## src/rtl/gpio_event_tx.sv

```systemverilog
// gpio_event_tx: change-driven GPIO sampler that timestamps edges and
// heartbeats, buffers them in a small FIFO and streams them over AXIS.
module gpio_event_tx #(
  parameter int GPIO_W    = 16,
  parameter int DEPTH     = 4,
  parameter int HB_PERIOD = 0
) (
  input  logic              clk,
  input  logic              rst,
  input  logic [GPIO_W-1:0] gpio_in,
  input  logic              clr_ovf,
  output logic [31:0]       m_axis_tdata,
  output logic              m_axis_tvalid,
  input  logic              m_axis_tready,
  output logic              overflow
);

  localparam int AW = $clog2(DEPTH);
  localparam int CW = AW + 1;
  localparam logic [31:0] HB_LAST =
    (HB_PERIOD == 0) ? 32'd0 : 32'(HB_PERIOD - 1);

  logic [GPIO_W-1:0] sync1;
  logic [GPIO_W-1:0] sync2;
  logic [GPIO_W-1:0] prev;
  logic [15:0]       ts;
  logic [31:0]       hb;
  logic [15:0]       gpio_ext;
  logic [31:0]       word;
  logic              chg;
  logic              hb_req;
  logic              req;
  logic              full;
  logic              pop;
  logic              push;
  logic              drop;
  logic [31:0]       mem [DEPTH];
  logic [AW-1:0]     rptr;
  logic [AW-1:0]     wptr;
  logic [AW-1:0]     rptr_n;
  logic [CW-1:0]     count;
  logic [31:0]       head_n;

  assign m_axis_tvalid = (count != '0);

  // Event detection, FIFO control and next-head selection.
  always_comb begin
    gpio_ext = '0;
    gpio_ext[GPIO_W-1:0] = sync2;
    word   = {ts, gpio_ext};
    chg    = (sync2 != prev);
    hb_req = (HB_PERIOD != 0) && (hb == HB_LAST);
    req    = chg | hb_req;
    full   = (count == CW'(DEPTH));
    pop    = m_axis_tvalid & m_axis_tready;
    push   = req & (~full | pop);
    drop   = req & full & ~pop;
    rptr_n = pop ? rptr + AW'(1) : rptr;
    // A word written into the slot that becomes head must bypass memory.
    if (push && (wptr == rptr_n)) begin
      head_n = word;
    end else begin
      head_n = mem[rptr_n];
    end
  end

  // Two-flop synchronizer plus previous-state history for change detect.
  always_ff @(posedge clk or posedge rst) begin
    if (rst) begin
      sync1 <= '0;
      sync2 <= '0;
      prev  <= '0;
    end else begin
      sync1 <= gpio_in;
      sync2 <= sync1;
      prev  <= sync2;
    end
  end

  // Free-running timestamp and heartbeat interval counter.
  always_ff @(posedge clk or posedge rst) begin
    if (rst) begin
      ts <= '0;
      hb <= '0;
    end else begin
      ts <= ts + 16'd1;
      hb <= req ? 32'd0 : hb + 32'd1;
    end
  end

  // FIFO pointers, occupancy and sticky overflow flag.
  always_ff @(posedge clk or posedge rst) begin
    if (rst) begin
      rptr     <= '0;
      wptr     <= '0;
      count    <= '0;
      overflow <= 1'b0;
    end else begin
      rptr <= rptr_n;
      if (push) begin
        wptr <= wptr + AW'(1);
      end
      if (push && !pop) begin
        count <= count + CW'(1);
      end else if (pop && !push) begin
        count <= count - CW'(1);
      end
      if (drop) begin
        overflow <= 1'b1;
      end else if (clr_ovf) begin
        overflow <= 1'b0;
      end
    end
  end

  // Word storage; contents are qualified by count so no reset is needed.
  always_ff @(posedge clk) begin
    if (push) begin
      mem[wptr] <= word;
    end
  end

  // Registered head of queue, stable while the beat is stalled.
  always_ff @(posedge clk or posedge rst) begin
    if (rst) begin
      m_axis_tdata <= '0;
    end else begin
      m_axis_tdata <= head_n;
    end
  end

endmodule

```

## config.mk

```make
export PLATFORM = sky130hd
export DESIGN_NAME = gpio_event_tx
export DESIGN_NICKNAME = d
export VERILOG_FILES = /design/src/rtl/gpio_event_tx.sv
export SDC_FILE = /design/constraint.sdc
export NUM_CORES = 1
export LEC_CHECK = 0
export ABC_AREA = 1
export ABC_CLOCK_PERIOD_IN_PS = 4700
export CORE_MARGIN = 10
export CORE_UTILIZATION = 25
export CTS_CLUSTER_DIAMETER = 40
export DETAILED_ROUTE_END_ITERATION = 8
export PLACE_DENSITY = 0.48
export RECOVER_POWER = 100
export SLEW_MARGIN = 20
export SYNTH_ARGS = -nofsm -noshare
export SYNTH_HDL_FRONTEND = slang
export SYNTH_SLANG_ARGS = --single-unit
```

## constraint.sdc

```tcl
create_clock -name clk -period 4.7 [get_ports clk]
set_input_delay 0.94 -clock clk [delete_from_list [all_inputs] [get_ports clk]]
set_output_delay 0.94 -clock clk [all_outputs]
set_load 0.005 [all_outputs]
```

### Yosys cells after proc, flatten, opt, wreduce, memory -nomap -nowiden

Memories as Yosys holds them, arrays and structs flattened. A register that Yosys moved wholly into a read port is not among the register bits.
Cells that the tools add are included.

* output and inout port bits: 34
* memories: 1
* bits in registers: 72
* RAM bits: 128
* word-level logic and storage cells: 37

Memory list
* mem: depth 4, width 32, read ports 1, clocked after Yosys merged registers in 1, write ports 1, RTL line 37 `logic [31:0] mem [DEPTH];`

* bitwise gates (word level): 7
* equality and inequality tests: 2
* add/subtract/negate cells: 5
* reduce and logical (&&, ||, !) cells: 7
* multiplexer cells: 7

Operators with widths (count)
* $add 16x1->16 const B: 1
* $ne 16x16->1: 1
* $mux 3: 2
* $add 2x1->2 const B: 2
* $and 1x1->1: 4
* $mux 1: 4
* $reduce_bool 2->1: 2
* $add 3x1->3 const B: 1
* $eq 3x3->1 const B: 1
* $reduce_bool 3->1: 1
* $sub 3x1->3 const B: 1
* $logic_and 1x1->1: 2
* $logic_not 1->1: 2
* $mux 2: 1
* $not 1->1: 2
* $or 1x1->1: 1

### Longest topological paths before layout

Gate-level depths: netlist of the first run.

* word-level depth: 8
* gate-level depth with buffers: 16

### Worst setup path before layout of the first run

Ideal clock, no wire load.

* path kind: input-to-reg
* start point: in m_axis_tready
* end point: mem mem[0][0] (enable)
* slack: 1440 ps
* cell stages on the path: 6
* data arrival time: 2839 ps
* path buffers: 2
* cells stage by stage: nand2_4 nand4_1 nand2_4 buf_6 buf_6 nor2_1

* cells in the longest elaborated chain, start to end: 5

Ends and longest elaborated chain
* from (decl): RTL line 14 `input logic m_axis_tready,`
* $and 1x1->1: RTL line 55 `pop = m_axis_tvalid & m_axis_tready;`
* $or 1x1->1: RTL line 56 `push = req & (~full | pop);`
* $and 1x1->1: RTL line 56
* $mux 1: RTL line 118 `if (push) begin`
* $mux 1 (implied by the code): RTL line 119 `mem[wptr] <= word;`
* to (decl): RTL line 37

Every way passes these cells.

### Worst setup path in the final report of the first run

* start point: in m_axis_tready
* end point: mem mem[2][5] (enable)

The elaborated chain is that of the path after synthesis.

==> results of run 1 <==
## metal layers
layer  GRT usage [%]  vias up
met4            3.38        0
met3            2.01       42
met5               0        -
met1            11.6     2912
li1                -     2895
met2            16.4      114
## worst max-delay path by stage
stage                 endpoint  slack [ns]
6_report             mem[2][5]        1.12
5_1_grt             mem[2][11]        0.82
4_1_cts               count[1]        1.75
3_5_place_dp   m_axis_tdata[3]        1.33
3_3_place_gp   m_axis_tdata[3]        1.32
2_1_floorplan         count[0]        1.03
## Yosys cell counts, types with 2 or more instances
cell type	count
nand2_1	217
edfxtp_1	128
inv_1	113
dfrtp_1	104
nand3_1	74
nand3b_1	64
nor2_1	32
buf_2	18
o21ai_0	18
o21ai_1	17
xor2_1	9
buf_4	8
buf_6	6
ha_1	6
inv_2	5
nand2_2	5
xnor2_1	5
a21oi_1	4
nand2_4	4
clkbuf_2	3
nor3_1	3
clkbuf_1	2
nand4_1	2
## kinds of logic (layout without fill, tap and decap cells)
logic type               count (synthesis)  in the layout  share of synthesized area, %
buffers and inverters                  155            248                          7.20
XOR/XNOR                                15             15                          1.46
adder cells (fa/ha/maj)                  7              7                          1.00
flip-flops                             232            232                          68.0
AND/OR/NAND/NOR                        403            403                          20.3
AO/OA/AOI/OAI                           39             39                          2.06
## power breakdown
part | switching, W | internal, W | leakage (nW) | total, W
Clock | 0.000928 | 0.00169 | 0.600 | 0.00262
Combinational | 0.00166 | 0.000859 | 2.04 | 0.00252
Sequential | 0.000172 | 0.00283 | 2.46 | 0.00300
Total | 0.00276 | 0.00538 | 5.10 | 0.00814
## worst max-delay path, stage by stage
cell           delay, ns
dlygate4sd3_1       0.61
nand2_4             0.08
nand4_1             0.11
nand2_1             0.66
nor2_1              1.04
buf_12              0.30
## through the flow
step	power [W]	std cells	setup slack, ns	hold WS, ns
floorplan	0.00471	851	1.03	0.331
global placement	0.00572	1391	1.32	0.335
detailed placement	0.00573	1391	1.33	0.335
CTS	0.00839	1455	1.75	0.347
global route	0.00870	1455	0.818	0.352
finish	0.00814	1455	1.12	0.345
## state kept, by name, summed over array words and instances, names as in the netlist
signal	count
gpio_ext	16
m_axis_tdata	32
overflow	1
prev	16
count	3
ts	16
wptr	2
sync1	16
rptr	2
mem	128
## cell type report
class | instances | area, um^2 | area share, %
Clock buffer | 45 | 1010 | 8.58
Clock inverter | 19 | 200 | 1.71
Inverter | 118 | 443 | 3.78
Multi-Input combinational cell | 464 | 2350 | 20.0
Sequential cell | 232 | 6450 | 55.0
Tap cell | 511 | 639 | 5.45
Timing Repair Buffer | 66 | 646 | 5.50
## placed cells by master (no fill, tap or decap)
cell,instances
a21oi_1,4
buf_12,2
buf_4,8
bufinv_16,3
clkbuf_1,3
clkbuf_16,37
clkbuf_2,3
clkbuf_8,5
clkdlybuf4s50_1,2
clkinv_1,1
clkinv_2,7
clkinv_4,3
clkinvlp_4,1
dfrtp_1,104
dlygate4sd3_1,51
edfxtp_1,128
fa_1,1
ha_1,6
inv_1,114
inv_2,4
inv_4,1
inv_6,1
inv_8,2
nand2_1,220
nand2_2,3
nand2_4,3
nand3_1,74
nand3_4,1
nand3b_1,64
nand4_1,2
nor2_1,30
nor2_2,2
nor2_8,1
nor3_1,3
o21ai_0,34
o21ai_1,1
xnor2_1,5
xor2_1,9
xor2_2,1
==> impl_metrics.json, run 1 <==
{
  "antenna_found_initial": 0,
  "p_per_area_nw_per_um2": 694,
  "grt_max_degree": 66,
  "clockBufferDepth": 3,
  "drc": 0,
  "layout_worst_path_cycle_share_pct": 76.1,
  "synth.distinct_cells": 27,
  "slew_violations": 125,
  "n_antenna_cell": 0,
  "grt_pass1_vias": 6136,
  "area.growth.synth_to_final_pct": 23.7,
  "peakVddDrop_v": 0.000353,
  "dpl.hpwl_mm": 12.3,
  "hold_buffers": 0,
  "dr_wl_met2_mm": 10.5,
  "antenna_left": 0,
  "routed_wl_mm": 22.0,
  "yosysTopAreaCell": "edfxtp_1",
  "via_count": 5963,
  "grt_overflow_total": 0,
  "cap_viol_max_count": 2,
  "grt_pass1_wl_mm": 35.3,
  "wl_met3_um": 904,
  "ff2ff_path_depth": 10,
  "cts_buffers": 36,
  "synth_area_um2": 9490,
  "holdPathEnd": "gpio_ext[13]",
  "fillers": 3821,
  "h-tree-depth": 2,
  "rsz0062_at_grt": "no",
  "fin_setup_tns_ns": 0,
  "crit_path_start_kind": "input pin",
  "skew_ns": 0.0184,
  "period_needed_ns": 3.58,
  "netlist_instances": 851,
  "synth_fp_nets": 878,
  "wire_per_inst_um": 15.1,
  "cts_resized": 0,
  "setup_viol": 0,
  "arrival_ns": 3.75,
  "hold_viol": 0,
  "syn_area_per_cell_um2": 11.1,
  "post_cts_buffers": 0,
  "leakagePower_nw": 5.10,
  "drt_iter0_drc": 302,
  "async_flop_share_pct": 44.8,
  "globalplace.congestion": 0.725,
  "nNetsFinal": 945,
  "final_cell_area_um2": 11700,
  "cp-end-kind": "flip-flop",
  "violations": "capacitance limit, slew limit",
  "cts_tree": "yes",
  "clock_sinks": 232,
  "fp.dieH_um": 215,
  "hold_class": "flip-flop to flip-flop",
  "die_w_um": 215,
  "initial_core_util_pct": 25.2,
  "crit_type": "input pin to flip-flop",
  "synth-edff-count": 128,
  "postLayoutCoreUtil_pct": 31.2,
  "first_pass_iters": 4,
  "dieArea_um2": 46100,
  "grt.total_usage_pct": 9.53,
  "drive_gt1_share_pct": 9.32,
  "clock_latency_ns": 0.50,
  "path_clk_slew_ns": 0.05,
  "cp-startpoint": "m_axis_tready",
  "port_buffers": 53,
  "min-delay-start": "sync1[13]",
  "rr_endpoint": "mem[0][5]",
  "place_area_um2": 10600,
  "yosys_warnings": 0,
  "synth_top_cell_area_share_pct": 40.5,
  "synth_ff_type": "edfxtp_1",
  "rows": 71,
  "status": "finished, violations left",
  "cp_max_fo": 25,
  "tightestPinTransition_ns": 2.66,
  "viasPerCell": 4.10,
  "slew_headroom_pct": -77.6,
  "drt-met1-wl_mm": 9.97,
  "ioPinCount": 54,
  "yosysSeqAreaShare_pct": 68.0,
  "synth.area.top_cells": "edfxtp_1, dfrtp_1, nand2_1",
  "coreArea_um2": 37600,
  "cts_root_buf": "clkbuf_16",
  "top_layer_used": "met4",
  "reg2reg_slack_ns": 1.28,
  "ys_ff_latch": 232,
  "r2r_start": "gpio_ext[6]",
  "fmax_mhz": 280,
  "worstPathRequired_ns": 4.88,
  "worst_hold_path.num_cells": 0
}
(Power assumes the default switching activity.)
==> inputs of run 2 (changes only) <==
Settings changed: ABC_CLOCK_PERIOD_IN_PS 4700 to 3690.
Clock period 4.7 ns to 3.69 ns, I/O delays scaled along.
==> run 2 against run 1 <==
Compared with the run above: the flow still finishes with violations (capacitance limit, slew limit); core utilization shrank 0.21 points; final area shrank 0.66%; combinational power grew 26%; critical path type unchanged; wire length shrank 1.0%; flip-flop and latch count is the same.
==> impl_metrics.json, run 2 (same netlist as run 1, synthesis figures left out) <==
{
  "setup_viol": 0,
  "slew_headroom_pct": -55.7,
  "skew_ns": 0.0166,
  "nNetsFinal": 942,
  "place_area_um2": 10500,
  "h-tree-depth": 2,
  "clockBufferDepth": 3,
  "layout_worst_path_cycle_share_pct": 79.0,
  "crit_path_start_kind": "input pin",
  "globalplace.congestion": 0.700,
  "layout_common_cells": "nand2_1, edfxtp_1, inv_1",
  "clockPowerShare_pct": 31.5,
  "leakagePower_nw": 5.05,
  "pwr-share-seq_pct": 37.5,
  "clock_latency_ns": 0.50,
  "antenna_left": 0,
  "cp-end-kind": "flip-flop",
  "tightestPinTransition_ns": 2.32,
  "r2r_start": "gpio_ext[14]",
  "largest-register": "mem",
  "cp.depth": 11,
  "largest_reg_flops": 128,
  "crit_buf_inv": 3,
  "drc": 0,
  "viasPerCell": 4.05,
  "grt_pass1_wl_mm": 34.6,
  "cp-startpoint": "m_axis_tready",
  "arrival_ns": 3.34,
  "violations": "capacitance limit, slew limit",
  "drive_gt1_share_pct": 8.73,
  "rsz0062_at_grt": "no",
  "fp.dieH_um": 215,
  "area.growth.synth_to_final_pct": 22.8,
  "rows": 71,
  "dieArea_um2": 46100,
  "cap_viol_max_count": 1,
  "grt_pass1_vias": 5955,
  "cts_tree": "yes",
  "dpl.hpwl_mm": 12.0,
  "hold_buffers": 0,
  "fmax_mhz": 343,
  "crit_slowest_cell": "inv_1",
  "switching_share_pct": 34.2,
  "period_needed_ns": 2.91,
  "crit_type": "input pin to flip-flop",
  "slowest_delay_ns": 1.01,
  "crit_top_cell": "nand2_1",
  "p_sw_w": 0.00348,
  "clock_sinks": 232,
  "path_clk_slew_ns": 0.05,
  "n_antenna_cell": 0,
  "endpoint": "m_axis_tdata[25]",
  "cts_buffers": 34,
  "cts_resized": 0,
  "hold_viol": 0,
  "cts_root_buf": "clkbuf_16",
  "initial_core_util_pct": 25.2,
  "antenna_found_initial": 0,
  "final_common_cell": "nand2_1",
  "grt.total_usage_pct": 9.42,
  "fillers": 3797,
  "port_buffers": 53,
  "power_w": 0.0102,
  "drt_iter0_drc": 254,
  "post_cts_buffers": 0,
  "p_int_w": 0.00671,
  "final_cell_area_um2": 11700,
  "rr_endpoint": "mem[2][30]",
  "cpLargestDelayFamily": "buffers and inverters",
  "cp_cell_sequence": "clkdlybuf4s50_1, nand2_1, inv_2, nand2_4, nand2_1, nand2_2, inv_1, nand3_1, nand2_1, o21ai_1, nand2_1",
  "grt_overflow_total": 0,
  "via_count": 5869,
  "slew_violations": 43,
  "p_per_area_nw_per_um2": 875,
  "fin_setup_tns_ns": 0,
  "routed_wl_mm": 21.8,
  "die_w_um": 215,
  "ff2ff_path_depth": 11,
  "cp_max_fo": 33,
  "reg2reg_slack_ns": 1.05,
  "hold_class": "flip-flop to flip-flop",
  "grt_max_degree": 66,
  "first_pass_iters": 5,
  "reg_top3": "mem: 128 flops, m_axis_tdata: 32 flops",
  "worstPathRequired_ns": 4.11,
  "status": "finished, violations left",
  "ioPinCount": 54,
  "wire_per_inst_um": 15.0,
  "peakVddDrop_v": 0.000403,
  "coreArea_um2": 37600,
  "comb_power_share_pct": 31.1
}
==> run 2: how the worst min path moves through the flow <==
stage | start | to | cells after the start
floorplan | sync1[0] | gpio_ext[0] | 0
global route | sync1[8] | gpio_ext[8] | 0
finish | sync1[9] | gpio_ext[9] | 0
CTS | sync1[2] | gpio_ext[2] | 0
detailed placement | sync1[15] | gpio_ext[15] | 0
global placement | sync1[9] | gpio_ext[9] | 0
==> run 2: worst reg2reg max path: stages, from the launching register on <==
cell and delay (ns):
dfrtp_1 0.46, nand2_1 0.10, inv_1 0.04, nor2_1 0.07
nor2_1 0.06, nand2_1 0.11, nor2_1 0.05, nand2_1 0.08
nand2_1 0.11, clkbuf_2 0.45, nor2_1 0.22, buf_4 0.51
==> run 2: through the flow <==
step                      utilization, %  hold slack [ns]  worst slack (ns)  cells
after global placement              28.0            0.334             0.683   1390
after CTS                           31.1            0.347              1.15   1450
after global routing                31.0            0.352             0.486   1450
final                               31.0            0.345             0.776   1450
after detailed placement            28.0            0.335             0.644   1390
after floorplan                        -            0.331             0.220    851
==> run 2: routing by layer <==
layer | part of all wire (%) | track usage (%) | vias to the layer above
li1 | - | - | 2888
met2 | 49 | 16.0 | 114
met5 | 0 | 0 | -
met3 | 4.5 | 2.09 | 36
met1 | 45 | 11.8 | 2831
met4 | 1.9 | 2.72 | 0
==> run 2: power by group through the flow <==
stage	clock network, W	logic [W]	registers (W)
6_report	0.00321	0.00317	0.00382
5_1_grt	0.00341	0.00360	0.00389
4_1_cts	0.00329	0.00340	0.00384
3_5_place_dp	0	0.00337	0.00389
3_3_place_gp	0	0.00336	0.00388
2_1_floorplan	0	0.00216	0.00384
==> run 2: cell type report <==
cell class	count	area, um^2	share of cell area (%)
sequential	232	6450	55.3
multi-input combinational	464	2350	20.2
clock buffer	41	951	8.16
tap	511	639	5.49
timing repair buffer	65	627	5.38
inverter	118	444	3.81
clock inverter	19	193	1.65
==> inputs of run 3 (changes only) <==
Settings changed: ABC_CLOCK_PERIOD_IN_PS 3690 to 2500, PLACE_DENSITY 0.48 to 0.49.
Clock period 3.69 ns to 2.5 ns, I/O delays scaled along.
==> run 3 against run 2 <==
Compared with the run above: the flow now finishes without violations; register-to-register slack worse by 0.88 ns; final area rose by 2.7%; setup slack worse by 0.60 ns; via count grew 1.2%; combinational power rose by 57%; sequential power grew 47%; core utilization increased by 0.82 points; wire length rose by 1.1%; critical path type is now flip-flop to flip-flop.
==> impl_metrics.json, run 3 (same netlist as run 1, synthesis figures left out) <==
{
  "dpl.hpwl_mm": 13.1,
  "layout_common_cells": "nand2_1, edfxtp_1, inv_1",
  "grt_pass1_wl_mm": 35.5,
  "coreArea_um2": 37600,
  "layout_worst_path_cycle_share_pct": 93.0,
  "crit_path_start_kind": "flip-flop",
  "grt_overflow_total": 0,
  "finalWorstSetupSlack_ns": 0.174,
  "setup_viol": 0,
  "initial_core_util_pct": 25.2,
  "cpLargestDelayFamily": "simple AND/OR/NAND/NOR gates",
  "cts_buffers": 36,
  "largest-register": "mem",
  "worstPathRequired_ns": 2.88,
  "die_w_um": 215,
  "hold_class": "flip-flop to flip-flop",
  "period_needed_ns": 2.33,
  "antenna_found_initial": 1,
  "r2r_start": "gpio_ext[6]",
  "arrival_ns": 2.71,
  "skew_ns": 0.0143,
  "hold_viol": 0,
  "hold_buffers": 0,
  "rsz0062_at_grt": "no",
  "rows": 71,
  "power_w": 0.0156,
  "cp_max_fo": 8,
  "ioPinCount": 54,
  "cts_tree": "yes",
  "cp.depth": 14,
  "port_buffers": 53,
  "fin_setup_tns_ns": 0,
  "cp_cell_sequence": "inv_1, nand2_1, nand2_1, nor2_1, nand2_1, nor2_1, nand2_2, nand2_4, inv_1, ha_1, inv_1, fa_1, nor2_1, a21oi_1",
  "cap_viol_max_count": 0,
  "worst_hold_path.num_cells": 0,
  "clock_latency_ns": 0.51,
  "ff2ff_path_depth": 14,
  "preCtsSetupSlack_ns": -0.0228,
  "status": "finished clean",
  "post_cts_buffers": 0,
  "drc": 0,
  "grt.total_usage_pct": 9.69,
  "crit_buf_inv": 3,
  "viasPerCell": 4.01,
  "grt_pass1_vias": 6211,
  "slowest_delay_ns": 0.45,
  "crit_slowest_cell": "dfrtp_1",
  "ff_latch_area_um2": 6450,
  "reg_top3": "mem: 128 flops, m_axis_tdata: 32 flops",
  "fmax_mhz": 430,
  "postLayoutCoreUtil_pct": 31.8,
  "cts_root_buf": "clkbuf_16",
  "crit_type": "flip-flop to flip-flop",
  "nNetsFinal": 971,
  "cp-end-kind": "flip-flop",
  "holdPathEnd": "gpio_ext[3]",
  "globalplace.congestion": 0.736,
  "clock_sinks": 232,
  "drive_gt1_share_pct": 11.1,
  "slew_headroom_pct": 27.3,
  "antenna_left": 0,
  "largest_reg_flops": 128,
  "routed_wl_mm": 22.0,
  "hold_slack_ns": 0.345,
  "tightestPinTransition_ns": 1.09,
  "rr_endpoint": "count[1]",
  "fp.dieH_um": 215,
  "p_per_area_nw_per_um2": 1310,
  "min-delay-start": "sync1[3]",
  "final_common_cell": "nand2_1",
  "wire_per_inst_um": 14.9,
  "path_clk_slew_ns": 0.06,
  "fillers": 3775,
  "grt_max_degree": 66,
  "h-tree-depth": 2,
  "multi_input_area_um2": 2360,
  "area.growth.synth_to_final_pct": 26.1,
  "leakagePower_nw": 5.18,
  "peakVddDrop_v": 0.000787,
  "slew_violations": 0,
  "dieArea_um2": 46100,
  "via_count": 5937,
  "first_pass_iters": 5,
  "reg2reg_slack_ns": 0.17,
  "drt_iter0_drc": 449,
  "clockBufferDepth": 3
}
run 3: cell types whose count changed in the layout (fill, tap and decap cells not counted), moves of 3 or more:
cell and delta:
clkinv_4 +3, buf_12 +4, clkbuf_1 +8, o21ai_0 -8
clkinvlp_4 +4, nand2_1 -3, o21ai_1 +8, clkbuf_4 +3
buf_4 +8
run 3: final cells by class:
type / instances / share of cell area (%)
tap: 511 / 5.35
clock inverter: 23 / 2.21
multi-input combinational: 464 / 19.7
sequential: 232 / 53.9
antenna: 1 / 0.0209
timing repair buffer: 92 / 7.06
inverter: 118 / 3.71
clock buffer: 41 / 8.03
run 3: stage by stage:
stage	cells	area [um^2]
3_5_place_dp	1417	10900
5_1_grt	1482	12000
6_report	1482	12000
4_1_cts	1481	12100
3_3_place_gp	1417	10900
2_1_floorplan	851	9490
run 3: per-layer routing:
layer	up-vias	share of wire, %	global-route usage, %
met5	-	0	0
met4	0	2.6	3.95
met3	44	4.7	2.30
met2	113	49	16.2
met1	2835	44	11.8
li1	2945	-	-
run 3: where the power goes:
group | total [W] | internal [W] | switching [W]
clock | 0.00502 | 0.00321 | 0.00181
sequential | 0.00563 | 0.00530 | 0.000323
combinational | 0.00498 | 0.00184 | 0.00314
run 3: what timing repair did:
item	in CTS	in global routing
resized for setup	0	1
setup endpoints to repair	0	2
endpoints found under the hold margin	0	0
run 3: worst max-delay path by stage:
stage | start | to | slack (ns)
after floorplan | gpio_ext[14] | mem[0][0] | -0.46
after global placement | m_axis_tready | m_axis_tdata[4] | 0.02
after detailed placement | m_axis_tready | count[2] | -0.02
after CTS | gpio_ext[6] | count[1] | 0.07
after global routing | gpio_ext[6] | count[1] | 0.01
final | gpio_ext[6] | count[1] | 0.17
